<file path="src/rtl/ex_operand_if.sv">
// Decode-to-execute stage bus: decode handshake, forwarding taps, flush and ALU-side outputs.
// The stage connects through the slave modport; the producer/consumer side uses master.
interface ex_operand_if #(
  parameter int unsigned N  = 8,
  parameter int unsigned RA = 4
);
  logic          in_valid;
  logic          in_ready;
  logic [4:0]    in_alu_ctrl;
  logic [RA-1:0] in_rs1;
  logic [RA-1:0] in_rs2;
  logic [RA-1:0] in_rd;
  logic [N-1:0]  in_rs1_data;
  logic [N-1:0]  in_rs2_data;
  logic [N-1:0]  in_imm;
  logic          in_use_imm;
  logic          in_wr_en;
  logic          mem_fwd_en;
  logic [RA-1:0] mem_fwd_rd;
  logic [N-1:0]  mem_fwd_data;
  logic          wb_fwd_en;
  logic [RA-1:0] wb_fwd_rd;
  logic [N-1:0]  wb_fwd_data;
  logic          flush;
  logic          out_valid;
  logic          out_ready;
  logic [4:0]    alu_ctrl;
  logic [N-1:0]  src_A;
  logic [N-1:0]  src_B;
  logic [RA-1:0] out_rd;
  logic          out_wr_en;
  logic          out_is_load;
  logic          out_is_store;
  logic [N-1:0]  out_store_data;

  modport master (
    output in_valid, in_alu_ctrl, in_rs1, in_rs2, in_rd, in_rs1_data, in_rs2_data, in_imm,
           in_use_imm, in_wr_en, mem_fwd_en, mem_fwd_rd, mem_fwd_data, wb_fwd_en, wb_fwd_rd,
           wb_fwd_data, flush, out_ready,
    input  in_ready, out_valid, alu_ctrl, src_A, src_B, out_rd, out_wr_en, out_is_load,
           out_is_store, out_store_data
  );

  modport slave (
    input  in_valid, in_alu_ctrl, in_rs1, in_rs2, in_rd, in_rs1_data, in_rs2_data, in_imm,
           in_use_imm, in_wr_en, mem_fwd_en, mem_fwd_rd, mem_fwd_data, wb_fwd_en, wb_fwd_rd,
           wb_fwd_data, flush, out_ready,
    output in_ready, out_valid, alu_ctrl, src_A, src_B, out_rd, out_wr_en, out_is_load,
           out_is_store, out_store_data
  );
endinterface

</file>
<file path="src/rtl/ex_operand_stage.sv">
// Single-entry decode-to-execute register feeding the ALU, with MEM/WB operand forwarding,
// load-use bubble insertion, valid/ready handshake on both sides and branch flush.
module ex_operand_stage #(
  parameter int unsigned N  = 8,
  parameter int unsigned RA = 4
) (
  input logic         clk,
  input logic         rst_n,
  ex_operand_if.slave bus
);

  localparam logic       ST_EMPTY = 1'b0;
  localparam logic       ST_FULL  = 1'b1;
  localparam logic [4:0] CTRL_LDR = 5'd17;
  localparam logic [4:0] CTRL_STR = 5'd19;

  logic          r_state;
  logic [4:0]    r_ctrl;
  logic [RA-1:0] r_rs1;
  logic [RA-1:0] r_rs2;
  logic [RA-1:0] r_rd;
  logic [N-1:0]  r_op1;
  logic [N-1:0]  r_op2;
  logic [N-1:0]  r_imm;
  logic          r_use_imm;
  logic          r_wr_en;

  logic          w_full;
  logic [N-1:0]  w_op1;
  logic [N-1:0]  w_op2;
  logic          w_is_load;
  logic          w_is_store;
  logic          w_rs2_used;
  logic          w_hazard;
  logic          w_in_ready;
  logic          w_capture;

  always_comb begin
    w_full = (r_state == ST_FULL);

    // MEM is the younger producer, so it takes priority over WB.
    if (bus.mem_fwd_en && (bus.mem_fwd_rd == r_rs1))     w_op1 = bus.mem_fwd_data;
    else if (bus.wb_fwd_en && (bus.wb_fwd_rd == r_rs1))  w_op1 = bus.wb_fwd_data;
    else                                                 w_op1 = r_op1;

    if (bus.mem_fwd_en && (bus.mem_fwd_rd == r_rs2))     w_op2 = bus.mem_fwd_data;
    else if (bus.wb_fwd_en && (bus.wb_fwd_rd == r_rs2))  w_op2 = bus.wb_fwd_data;
    else                                                 w_op2 = r_op2;

    w_is_load  = w_full && (r_ctrl == CTRL_LDR);
    w_is_store = w_full && (r_ctrl == CTRL_STR);

    // With an immediate, rs2 is only read as store data.
    w_rs2_used = !bus.in_use_imm || (bus.in_alu_ctrl == CTRL_STR);
    w_hazard   = w_is_load && bus.in_valid &&
                 ((r_rd == bus.in_rs1) || ((r_rd == bus.in_rs2) && w_rs2_used));

    w_in_ready = bus.flush | ((~w_full | bus.out_ready) & ~w_hazard);
    w_capture  = !bus.flush && bus.in_valid && w_in_ready;
  end

  assign bus.in_ready       = w_in_ready;
  assign bus.out_valid      = w_full;
  assign bus.alu_ctrl       = w_full ? r_ctrl : 5'd0;
  assign bus.src_A          = w_full ? w_op1 : '0;
  assign bus.src_B          = !w_full ? '0 : (r_use_imm ? r_imm : w_op2);
  assign bus.out_store_data = w_full ? w_op2 : '0;
  assign bus.out_rd         = r_rd;
  assign bus.out_wr_en      = r_wr_en;
  assign bus.out_is_load    = w_is_load;
  assign bus.out_is_store   = w_is_store;

  always_ff @(posedge clk or negedge rst_n) begin
    if (!rst_n) begin
      r_state   <= ST_EMPTY;
      r_ctrl    <= '0;
      r_rs1     <= '0;
      r_rs2     <= '0;
      r_rd      <= '0;
      r_op1     <= '0;
      r_op2     <= '0;
      r_imm     <= '0;
      r_use_imm <= 1'b0;
      r_wr_en   <= 1'b0;
    end else if (bus.flush) begin
      r_state <= ST_EMPTY;
    end else if (w_capture) begin
      r_state   <= ST_FULL;
      r_ctrl    <= bus.in_alu_ctrl;
      r_rs1     <= bus.in_rs1;
      r_rs2     <= bus.in_rs2;
      r_rd      <= bus.in_rd;
      r_op1     <= bus.in_rs1_data;
      r_op2     <= bus.in_rs2_data;
      r_imm     <= bus.in_imm;
      r_use_imm <= bus.in_use_imm;
      r_wr_en   <= bus.in_wr_en;
    end else if (bus.out_ready) begin
      r_state <= ST_EMPTY;
    end else if (w_full) begin
      // Latch forwarded values so a producer retiring mid-stall is not lost.
      r_op1 <= w_op1;
      r_op2 <= w_op2;
    end
  end

endmodule

</file>
<file path="src/flat_wrapper.sv">
// flat-port wrapper written by rule: the top's interface ports become plain ports
module ex_operand_stage_flat 
#(
  parameter int unsigned N  = 8,
  parameter int unsigned RA = 4
)
  (clk, rst_n, bus_in_valid, bus_in_alu_ctrl, bus_in_rs1, bus_in_rs2, bus_in_rd, bus_in_rs1_data, bus_in_rs2_data, bus_in_imm, bus_in_use_imm, bus_in_wr_en, bus_mem_fwd_en, bus_mem_fwd_rd, bus_mem_fwd_data, bus_wb_fwd_en, bus_wb_fwd_rd, bus_wb_fwd_data, bus_flush, bus_out_ready, bus_in_ready, bus_out_valid, bus_alu_ctrl, bus_src_A, bus_src_B, bus_out_rd, bus_out_wr_en, bus_out_is_load, bus_out_is_store, bus_out_store_data);
  ex_operand_if #(.N(N), .RA(RA)) bus_i ();
  input logic clk;
  input logic rst_n;
  input wire logic [$bits(bus_i.in_valid)-1:0] bus_in_valid;
  input wire logic [$bits(bus_i.in_alu_ctrl)-1:0] bus_in_alu_ctrl;
  input wire logic [$bits(bus_i.in_rs1)-1:0] bus_in_rs1;
  input wire logic [$bits(bus_i.in_rs2)-1:0] bus_in_rs2;
  input wire logic [$bits(bus_i.in_rd)-1:0] bus_in_rd;
  input wire logic [$bits(bus_i.in_rs1_data)-1:0] bus_in_rs1_data;
  input wire logic [$bits(bus_i.in_rs2_data)-1:0] bus_in_rs2_data;
  input wire logic [$bits(bus_i.in_imm)-1:0] bus_in_imm;
  input wire logic [$bits(bus_i.in_use_imm)-1:0] bus_in_use_imm;
  input wire logic [$bits(bus_i.in_wr_en)-1:0] bus_in_wr_en;
  input wire logic [$bits(bus_i.mem_fwd_en)-1:0] bus_mem_fwd_en;
  input wire logic [$bits(bus_i.mem_fwd_rd)-1:0] bus_mem_fwd_rd;
  input wire logic [$bits(bus_i.mem_fwd_data)-1:0] bus_mem_fwd_data;
  input wire logic [$bits(bus_i.wb_fwd_en)-1:0] bus_wb_fwd_en;
  input wire logic [$bits(bus_i.wb_fwd_rd)-1:0] bus_wb_fwd_rd;
  input wire logic [$bits(bus_i.wb_fwd_data)-1:0] bus_wb_fwd_data;
  input wire logic [$bits(bus_i.flush)-1:0] bus_flush;
  input wire logic [$bits(bus_i.out_ready)-1:0] bus_out_ready;
  output wire logic [$bits(bus_i.in_ready)-1:0] bus_in_ready;
  output wire logic [$bits(bus_i.out_valid)-1:0] bus_out_valid;
  output wire logic [$bits(bus_i.alu_ctrl)-1:0] bus_alu_ctrl;
  output wire logic [$bits(bus_i.src_A)-1:0] bus_src_A;
  output wire logic [$bits(bus_i.src_B)-1:0] bus_src_B;
  output wire logic [$bits(bus_i.out_rd)-1:0] bus_out_rd;
  output wire logic [$bits(bus_i.out_wr_en)-1:0] bus_out_wr_en;
  output wire logic [$bits(bus_i.out_is_load)-1:0] bus_out_is_load;
  output wire logic [$bits(bus_i.out_is_store)-1:0] bus_out_is_store;
  output wire logic [$bits(bus_i.out_store_data)-1:0] bus_out_store_data;
  assign bus_i.in_valid = bus_in_valid;
  assign bus_i.in_alu_ctrl = bus_in_alu_ctrl;
  assign bus_i.in_rs1 = bus_in_rs1;
  assign bus_i.in_rs2 = bus_in_rs2;
  assign bus_i.in_rd = bus_in_rd;
  assign bus_i.in_rs1_data = bus_in_rs1_data;
  assign bus_i.in_rs2_data = bus_in_rs2_data;
  assign bus_i.in_imm = bus_in_imm;
  assign bus_i.in_use_imm = bus_in_use_imm;
  assign bus_i.in_wr_en = bus_in_wr_en;
  assign bus_i.mem_fwd_en = bus_mem_fwd_en;
  assign bus_i.mem_fwd_rd = bus_mem_fwd_rd;
  assign bus_i.mem_fwd_data = bus_mem_fwd_data;
  assign bus_i.wb_fwd_en = bus_wb_fwd_en;
  assign bus_i.wb_fwd_rd = bus_wb_fwd_rd;
  assign bus_i.wb_fwd_data = bus_wb_fwd_data;
  assign bus_i.flush = bus_flush;
  assign bus_i.out_ready = bus_out_ready;
  assign bus_in_ready = bus_i.in_ready;
  assign bus_out_valid = bus_i.out_valid;
  assign bus_alu_ctrl = bus_i.alu_ctrl;
  assign bus_src_A = bus_i.src_A;
  assign bus_src_B = bus_i.src_B;
  assign bus_out_rd = bus_i.out_rd;
  assign bus_out_wr_en = bus_i.out_wr_en;
  assign bus_out_is_load = bus_i.out_is_load;
  assign bus_out_is_store = bus_i.out_is_store;
  assign bus_out_store_data = bus_i.out_store_data;
  ex_operand_stage #(.N(N), .RA(RA)) u_core (.clk(clk), .rst_n(rst_n), .bus(bus_i));
endmodule
</file>
<file path="config.mk">
export PLATFORM = sky130hd
export DESIGN_NAME = ex_operand_stage_flat
export DESIGN_NICKNAME = d
export VERILOG_FILES = /design/src/rtl/ex_operand_if.sv /design/src/rtl/ex_operand_stage.sv /design/src/flat_wrapper.sv
export SDC_FILE = /design/constraint.sdc
export NUM_CORES = 1
export LEC_CHECK = 0
export ABC_AREA = 1
export ABC_CLOCK_PERIOD_IN_PS = 2600
export CORE_MARGIN = 2
export CORE_UTILIZATION = 46
export CTS_BUF_LIST = sky130_fd_sc_hd__clkbuf_4 sky130_fd_sc_hd__clkbuf_8
export DETAILED_ROUTE_END_ITERATION = 8
export GPL_ROUTABILITY_DRIVEN = 0
export HOLD_SLACK_MARGIN = 0.12
export MAX_ROUTING_LAYER = met4
export PLACE_DENSITY = 0.82
export SLEW_MARGIN = 0
export SYNTH_ARGS = -nofsm -noshare
export SYNTH_HDL_FRONTEND = slang
export SYNTH_SLANG_ARGS = --single-unit
export TNS_END_PERCENT = 100
</file>
<file path="constraint.sdc">
create_clock -name clk -period 2.6 [get_ports clk]
set_clock_uncertainty 0.2 [all_clocks]
set_input_delay 0.65 -clock clk [delete_from_list [all_inputs] [get_ports clk]]
set_output_delay 0.65 -clock clk [all_outputs]
set_load 0.05 [all_outputs]
</file>
==> results.py, run 1 <==
metrics = {
    "synth": {
        "ys_seq_area_frac": 0.3586,
        "syn_nets": 511,
        "netlist_top_cells_area": "dfrtp_1 36%, nand2_1 14%, nand3_1 11%",
        "synth.distinct_cells": 27,
        "yosys-top-cells-count": "111 x nand2_1, 67 x nand3_1, 44 x dfrtp_1, 44 x nor2_1, 35 x inv_1",
        "synth_warnings": 0,
        "synth_edf_count": 0,
        "synth_cells": 437,
        "ys_ff_latch": 44,
        "synth.cell_area_mm2": 0.003070,
        "syn_area_per_cell_um2": 7.026,
        "synth_top_cell_by_area": "dfrtp_1",
        "synth_top_area_frac": 0.3586,
        "synth-async-reset-ratio": 1.000,
        "yosys_most_used_dff": "dfrtp_1",
        "post-synth-top-count-cell": "nand2_1",
    },
    "clock_network": {
        "htreeDepth": 2,
        "hold_buffers": 0,
        "cts_root_buf": "clkbuf_8",
        "cts.path.max_buffers": 2,
        "numClockSinks": 44,
        "cts_buffers": 5,
    },
    "global_routing": {
        "antenna_found_initial": 2,
        "grt_usage": 0.8849,
        "grt_overflow": 340,
        "grt_max_degree": 45,
    },
    "status": {
        "status": "did not finish",
        "stop_stage": "global routing (5_1_grt)",
        "stop_error": "[ERROR GRT-0232] Routing congestion too high. Check the congestion heatmap in the GUI.",
    },
    "sta": {
        "crit_endpoint": "bus_src_B[5]",
        "worst-ep-kind": "primary output",
    },
    "placement": {
        "dp_slack_ps": -821.5,
        "dp_hpwl_um": 8030,
        "io_buffers": 111,
        "place_inst": 653,
    },
    "die": {
        "die_y_um": 85.70,
        "initial_core_util": 0.4808,
        "die_w_um": 85.70,
        "ioPinCount": 112,
        "rows": 29,
    },
}
stage by stage:
stage / hold slack, ps / util / cell area, um^2
CTS: 242.5 / 0.9150 / 5843
detailed placement: 268.4 / 0.8078 / 5159
global placement: 264.7 / 0.8078 / 5159
floorplan: 154.4 / - / 3413
per-layer routing:
metal	track usage	overflow
met4	1.016	113
met5	-	-
met1	0.8022	0
met2	1.107	225
met3	0.6266	2
logic make-up after synthesis:
group / Yosys count / synth area share
buffers and inverters: 61 / 0.09006
xor gates and xnor gates: 9 / 0.02567
and+or+nand+nor: 298 / 0.4772
DFF: 44 / 0.3586
AOI/OAI and AO/OA: 25 / 0.04849
what timing repair did:
action | in CTS
cloned | 3
resized for setup | 130
setup endpoints to repair | 25
setup buffers | 37
pin swaps | 49
==> inputs of run 2 (changes only) <==
- CORE_UTILIZATION: 46 -> 40
- CTS_BUF_LIST: sky130_fd_sc_hd__clkbuf_4 sky130_fd_sc_hd__clkbuf_8 -> default
- HOLD_SLACK_MARGIN: 0.12 -> default
- MAX_ROUTING_LAYER: met4 -> default
- PLACE_DENSITY: 0.82 -> default
- PLACE_DENSITY_LB_ADDON: default -> 0.15
==> results.py, run 2 <==
metrics = {
    "placement": {
        "dp_hpwl_um": 7455,
        "io_buffers": 111,
        "place_inst": 660,
    },
    "power_and_ir_drop": {
        "p_sw_w": 0.001206,
        "intPower_w": 0.001846,
        "combPwrFrac": 0.529,
        "power_leakage_nw": 2.705,
        "peakVddDrop_mv": 0.3194,
        "p_clk_frac": 0.178,
        "p_sw_frac": 0.3951,
        "p_total_w": 0.003051,
        "power_frac_seq": 0.293,
        "p_per_area_mw_per_mm2": 513.4,
    },
    "layout": {
        "area_growth_pct": 93.56,
        "final_cell_mix": "68 x nand2_1, 53 x clkdlybuf4s50_1, 47 x nand3_1",
        "finalNetCount": 677,
        "finalCoreUtilization": 0.8107,
        "final_common_cell": "nand2_1",
        "diodes": 0,
        "drive_above_1_share": 0.4487,
        "top_regs": "u_core.r_imm (8), u_core.r_op1 (8), u_core.r_op2 (8)",
        "finalNonFillerCells": 703,
    },
    "global_routing": {
        "grt_pass1_vias": 3928,
        "grt_pass1_wl_um": 19250,
        "grt_max_degree": 34,
        "grt_overflow": 0,
        "antenna_found_initial": 0,
        "grt_usage": 0.2850,
    },
    "sta": {
        "slew_violations": 0,
        "hold_violations": 0,
        "tightest_slew_ps": 572.2,
        "layout_min_cycle_time_ps": 3001,
        "fin_crit_sh": 1.154,
        "hold_ws_ps": 122.8,
        "slew_headroom": 0.6185,
        "rsz0062_at_grt": "true",
        "setup_viol": 24,
        "final.setup.worst_slack_ps": -401.3,
        "timing.fmax_mhz": 333.2,
    },
    "die": {
        "die_w_um": 91.62,
        "initial_core_util": 0.4188,
        "rows": 31,
        "dieArea_mm2": 0.008393,
        "ioPinCount": 112,
        "core_area_mm2": 0.007331,
        "die_y_um": 91.62,
    },
    "clock_network": {
        "worstSkewPairLatency_ps": 310,
        "cts.path.max_buffers": 2,
        "cts_tree": "done",
        "cts_root_buf": "clkbuf_8",
        "cts_buffers": 5,
        "clkTransAtPathRegs_ps": 90,
        "hold_buffers": 0,
        "numClockSinks": 44,
        "htreeDepth": 2,
    },
    "synth": {
        "syn_area_per_cell_um2": 7.026,
        "ys_ff_latch": 44,
        "netlist_top_cells_area": "dfrtp_1 36%, nand2_1 14%, nand3_1 11%",
        "synth.cell_area_mm2": 0.003070,
        "synth_top_area_frac": 0.3586,
        "yosys-top-cells-count": "111 x nand2_1, 67 x nand3_1, 44 x dfrtp_1, 44 x nor2_1, 35 x inv_1",
        "synth-async-reset-ratio": 1.000,
        "synth_cells": 437,
        "synth_edf_count": 0,
        "synth_warnings": 0,
        "post-synth-top-count-cell": "nand2_1",
        "synth.distinct_cells": 27,
        "yosys_most_used_dff": "dfrtp_1",
        "ys_seq_area_frac": 0.3586,
        "syn_nets": 511,
        "synth_top_cell_by_area": "dfrtp_1",
    },
    "setup_path": {
        "critPathArrivalTime_ps": 2150,
        "required_ps": 1750,
        "slowest_stage": "dfrtp_1",
        "worstSetupPathType": "flip-flop to output pin",
        "worst-path-buf-inv": 4,
        "crit_path_start_kind": "flip-flop",
        "worstRegToRegCells": 8,
        "path_max_fanout": 8,
        "slowest_delay_ps": 440,
        "rr_startpoint": "u_core.bus.out_valid",
        "r2r_slack_ps": 470,
        "critPathCaptureType": "output pin",
        "crit_chain": "inv_2 > o21ai_2 > a21oi_2 > nand3_4 > buf_12 > or2_4 > nand2_4 > nand2_2 > nand2_2 > clkinvlp_4 > buf_12",
        "crit_family": "simple AND/OR/NAND/NOR gates",
        "r2r-end": "u_core.r_op2[1]",
    },
    "drt": {
        "drt_iter0_markers": 296,
        "ant_nets": 0,
        "vias": 3857,
        "drt-total-wl_um": 12190,
        "viasPerCell": 5.486,
        "wl_per_cell_um": 17.34,
        "first_pass_iters": 5,
        "drc": 0,
    },
    "job": {
        "drv_cap": 0,
    },
    "status": {
        "status": "finished, violations left",
        "violations": "negative setup slack",
    },
    "min_path": {
        "hp-class": "input port to async pin",
    },
}
run 2: cell counts after synthesis:
No cell type changed its count.
run 2: power by group through the flow:
stage | combinational [W] | clock, W | sequential (W)
6_report | 0.00161 | 0.000544 | 0.000894
5_1_grt | 0.00171 | 0.000586 | 0.000905
4_1_cts | 0.00149 | 0.000555 | 0.000879
3_5_place_dp | 0.00128 | 0 | 0.000887
3_3_place_gp | 0.00125 | 0 | 0.000881
2_1_floorplan | 0.000715 | 0 | 0.000913
run 2: how the worst max path moves through the flow:
| stage | from | endpoint | slack, ps | cells after the start |
|---|---|---|---|---|
| 5_1_grt | u_core.r_rs2[0] | bus_src_B[1] | -460 | 11 |
| 2_1_floorplan | u_core.bus.out_valid | bus_src_A[5] | -110 | 3 |
| 6_report | u_core.r_rs2[0] | bus_src_B[1] | -400 | 11 |
| 3_3_place_gp | bus_wb_fwd_rd[1] | bus_src_B[7] | -730 | 13 |
| 4_1_cts | u_core.r_rs2[2] | bus_src_B[5] | -400 | 10 |
| 3_5_place_dp | bus_wb_fwd_rd[1] | bus_src_B[7] | -760 | 13 |
run 2: area by class of cell:
cell class | instances | area, um^2
multi-input combinational | 332 | 2374
timing repair buffer | 178 | 2027
fill | 452 | 1388
sequential | 44 | 1104
inverter | 41 | 200.2
tap | 99 | 123.9
clock buffer | 5 | 68.82
clock inverter | 3 | 42.54
timing repair inverter | 1 | 3.754
run 2: layer usage:
layer  wire length [um]  vias up  track usage
met3                803       38      0.04191
met4                384        0       0.1187
met1               4626     1833       0.3457
li1                   -     1786            -
met5                  0        -            0
met2               6378      200       0.5031
run 2: what timing repair did:
item | in CTS | in global routing
gates cloned | 3 | 0
resized for setup | 143 | 46
pin swaps | 68 | 46
setup buffers | 24 | 10
hold endpoints to repair | 0 | 0
setup endpoints to repair | 25 | 25
run 2: metrics by stage:
step / TNS [ps] / worst slack (ps) / area [um^2]
after floorplan: -1092 / -114.7 / 3413
after global placement: -15320 / -728.0 / 5106
after detailed placement: -16420 / -756.3 / 5106
after CTS: -6438 / -396.3 / 5763
after global routing: -8410 / -460.7 / 5943
final: -6815 / -401.3 / 5943
run 2: cells by family (layout without fill, tap and decap cells):
| family | Yosys count | in the layout | synth area share |
|---|---|---|---|
| compound gates | 25 | 25 | 0.04849 |
| xor+xnor | 9 | 9 | 0.02567 |
| buf+inv | 61 | 228 | 0.09006 |
| flops | 44 | 44 | 0.3586 |
| simple gates | 298 | 298 | 0.4772 |
(Power assumes the default switching activity.)
==> variant, RTL diff (settings of run 2) <==
`N` is set to 8 in 3 places; all go to 10.
--- a/src/rtl/ex_operand_if.sv
+++ b/src/rtl/ex_operand_if.sv
@@ -2,5 +2,5 @@
 // The stage connects through the slave modport; the producer/consumer side uses master.
 interface ex_operand_if #(
-  parameter int unsigned N  = 8,
+  parameter int unsigned N  = 10,
   parameter int unsigned RA = 4
 );
--- a/src/rtl/ex_operand_stage.sv
+++ b/src/rtl/ex_operand_stage.sv
@@ -2,5 +2,5 @@
 // load-use bubble insertion, valid/ready handshake on both sides and branch flush.
 module ex_operand_stage #(
-  parameter int unsigned N  = 8,
+  parameter int unsigned N  = 10,
   parameter int unsigned RA = 4
 ) (
--- a/src/flat_wrapper.sv
+++ b/src/flat_wrapper.sv
@@ -2,5 +2,5 @@
 module ex_operand_stage_flat 
 #(
-  parameter int unsigned N  = 8,
+  parameter int unsigned N  = 10,
   parameter int unsigned RA = 4
 )
Interface: changed (8 resized); port bits go from 112 to 128. No check against the original RTL was run, so the function may have changed too.
==> variant against run 2 <==
- the flow still finishes with violations (negative setup slack)
- power up 24%
- cell count is 23% higher
- cell area grew 20%
- global-route usage is 4.5 points higher
- wire length grew 52%
- synthesized cell count rose by 22%
- register-to-register slack worse by 0.95 ns
- synthesized area up 17%
- die area grew 16%
- sequential cell count increased by 6
- setup slack got worse by 0.091 ns
- largest cell class unchanged
==> variant: results (changes against run 2) <==
* Outcome: finished with violations
* Failing checks: negative setup slack
* Global-route wire length before repair at 25,800 um (+34%)
* Port Buffer Count at 127 (+14%)
* Adder-cell share of the synthesized area at 0% (unchanged)
* HP Class: in2async
* Ys flop type: dfrtp_1
* Slowest stage delay, CP at 0.23 ns (-0.21 ns)
* Antenna violations before repair at 0 (unchanged)
* Total CTS buffers at 5 (unchanged)
* Critical Path Fanout Max at 5 (-3)
* Arrival @ worst endpoint at 2.24 ns (+0.09 ns)
* Detail Placement HPWL at 9020 um (+21%)
* Antenna cell count at 0 (unchanged)
* CTS root buf: clkbuf_8
* Lkg Pwr at 3.35 nW (+24%)
* Compound-Gate Fraction of Synth Area at 4.66% (-0.19 points)
* Synth warn at 0 (unchanged)
* Insertion delay to the later sink of the worst-skew pair at 0.31 ns (about the same)
* Rel. slew slack at 44.4% (-17 points)
* Number of DRC markers in iteration 0 at 613 (+110%)
* Pre-CTS WS at -0.750 ns (+0.00669 ns)
* Maximum clock insertion buffer count at 2 (unchanged)
* Largest net degree at the start of global routing at 51 (+50%)
* Worst setup margin at -0.492 ns (-0.0910 ns)
* Post-synthesis net count at 617 (+21%)
* Nets at 843 (+25%)
* Max IR drop VDD at 290 uV (-9.2%)
* Seq/Total Area, Yosys at 34.7% (-1.1 points)
* Mux cell area share after synthesis at 0% (unchanged)
* Via Count at 5,286 (+37%)
* Commonest cells in the netlist: 143 x nand2_1, 90 x nand3_1, 55 x nor2_1
* H-Tree Depth at 2 (unchanged)
* Setup-failing EPs final at 31 (+29%)
* Critical path's slowest cell: clkdlybuf4s15_2
* Final WL at 18,600 um (+52%)
* First-pass detailed-route iteration total at 7 (+2)
* Crit path max-delay family: simple AND/OR/NAND/NOR gates
* Post-synthesis xor/xnor area fraction at 1.95% (-0.62 points)
* Largest regs: u_core.r_imm: 10 flops, u_core.r_op1: 10 flops, u_core.r_op2: 10 flops
* Proportion of layout cells with a drive suffix above 1 at 46.4% (+1.6 points)
* GRT Total Usage at 33.0% (+4.5 points)
* Async set-reset flop share out of synthesis at 100% (unchanged)
* Post-synthesis cell type count at 30 (+11%)
* Reg clk slew, reported paths at 0.10 ns
* Ranking of synthesized cells by area: dfrtp_1 35%, nand2_1 15%, nand3_1 13%
* Vias in the first global route at 5,107 (+30%)
## variant: path summary, 6_finish.rpt
check	end	cells after the start	start	slack, ns
worst max-delay path	bus_src_B[5]	12	bus_wb_fwd_en	-0.49
worst min-delay path	u_core.r_op1[3]	2	rst_n	0.24
worst max register to register	u_core.r_op2[1]	18	u_core.r_rs2[3]	-0.48
worst min register to register	u_core.r_imm[9]	2	u_core.r_imm[9]	0.30
max in group asynchronous	u_core.r_rs2[2]	2	rst_n	1.45
min in group clk	u_core.r_imm[9]	2	u_core.r_imm[9]	0.30
## variant: where the power goes
part	switching, mW	total [mW]	internal (mW)
sequential	0.135	1.04	0.902
clock	0.308	0.597	0.290
combinational	1.18	2.15	0.975
total	1.62	3.79	2.17
## variant: area by class of cell
type                            instances  area (um^2)
Tap cell                              108          135
Timing Repair Buffer                  251         2680
Clock inverter                          3         43.8
Clock buffer                            5         68.8
Fill cell                             486         1560
Sequential cell                        50         1250
Multi-Input combinational cell        394         2710
Inverter                               56          265
Timing Repair inverter                  1         6.26
## variant: cells by family (layout without fill, tap and decap cells)
| kind of cell | count (synthesis) | count (layout) |
|---|---|---|
| AOI/OAI and AO/OA | 26 | 26 |
| xor gates and xnor gates | 8 | 8 |
| buffers and inverters | 90 | 316 |
| and+or+nand+nor | 359 | 360 |
| DFF | 50 | 50 |
## variant: layer usage
layer	routed length (um)	global-route usage (%)
met1	6280	40.1
met2	8710	56.3
met3	1940	5.11
met4	1620	17.0
met5	0	0
## variant: through the flow
step                hold slack, ns  std cells  TNS (ns)  area [um^2]
detailed placement           0.266        792    -21.01         5850
global route                 0.299        868    -12.21         7160
floorplan                    0.154        533    -0.264         3860
global placement             0.263        792    -20.28         5850
finish                       0.240        868    -10.68         7160
CTS                          0.275        854     -9.45         6870
## variant: worst register-to-register path: stages (launching register included)
cell	delay, ns
dfrtp_1	0.43
buf_4	0.15
o21ai_2	0.18
nor2_2	0.08
buf_4	0.18
nand4_1	0.16
nand3_4	0.12
buf_4	0.15
buf_4	0.12
buf_4	0.12
buf_4	0.13
buf_4	0.12
buf_4	0.12
buf_4	0.12
buf_4	0.12
buf_4	0.12
buf_4	0.14
nand3_4	0.08
nand3_2	0.10
## variant: timing repair
item,4_1_cts,5_1_grt
pin swaps,95,62
hold endpoints to repair,0,0
cloned,10,0
gates resized for setup,194,56
buffers inserted,48,19
setup endpoints to repair,31,34
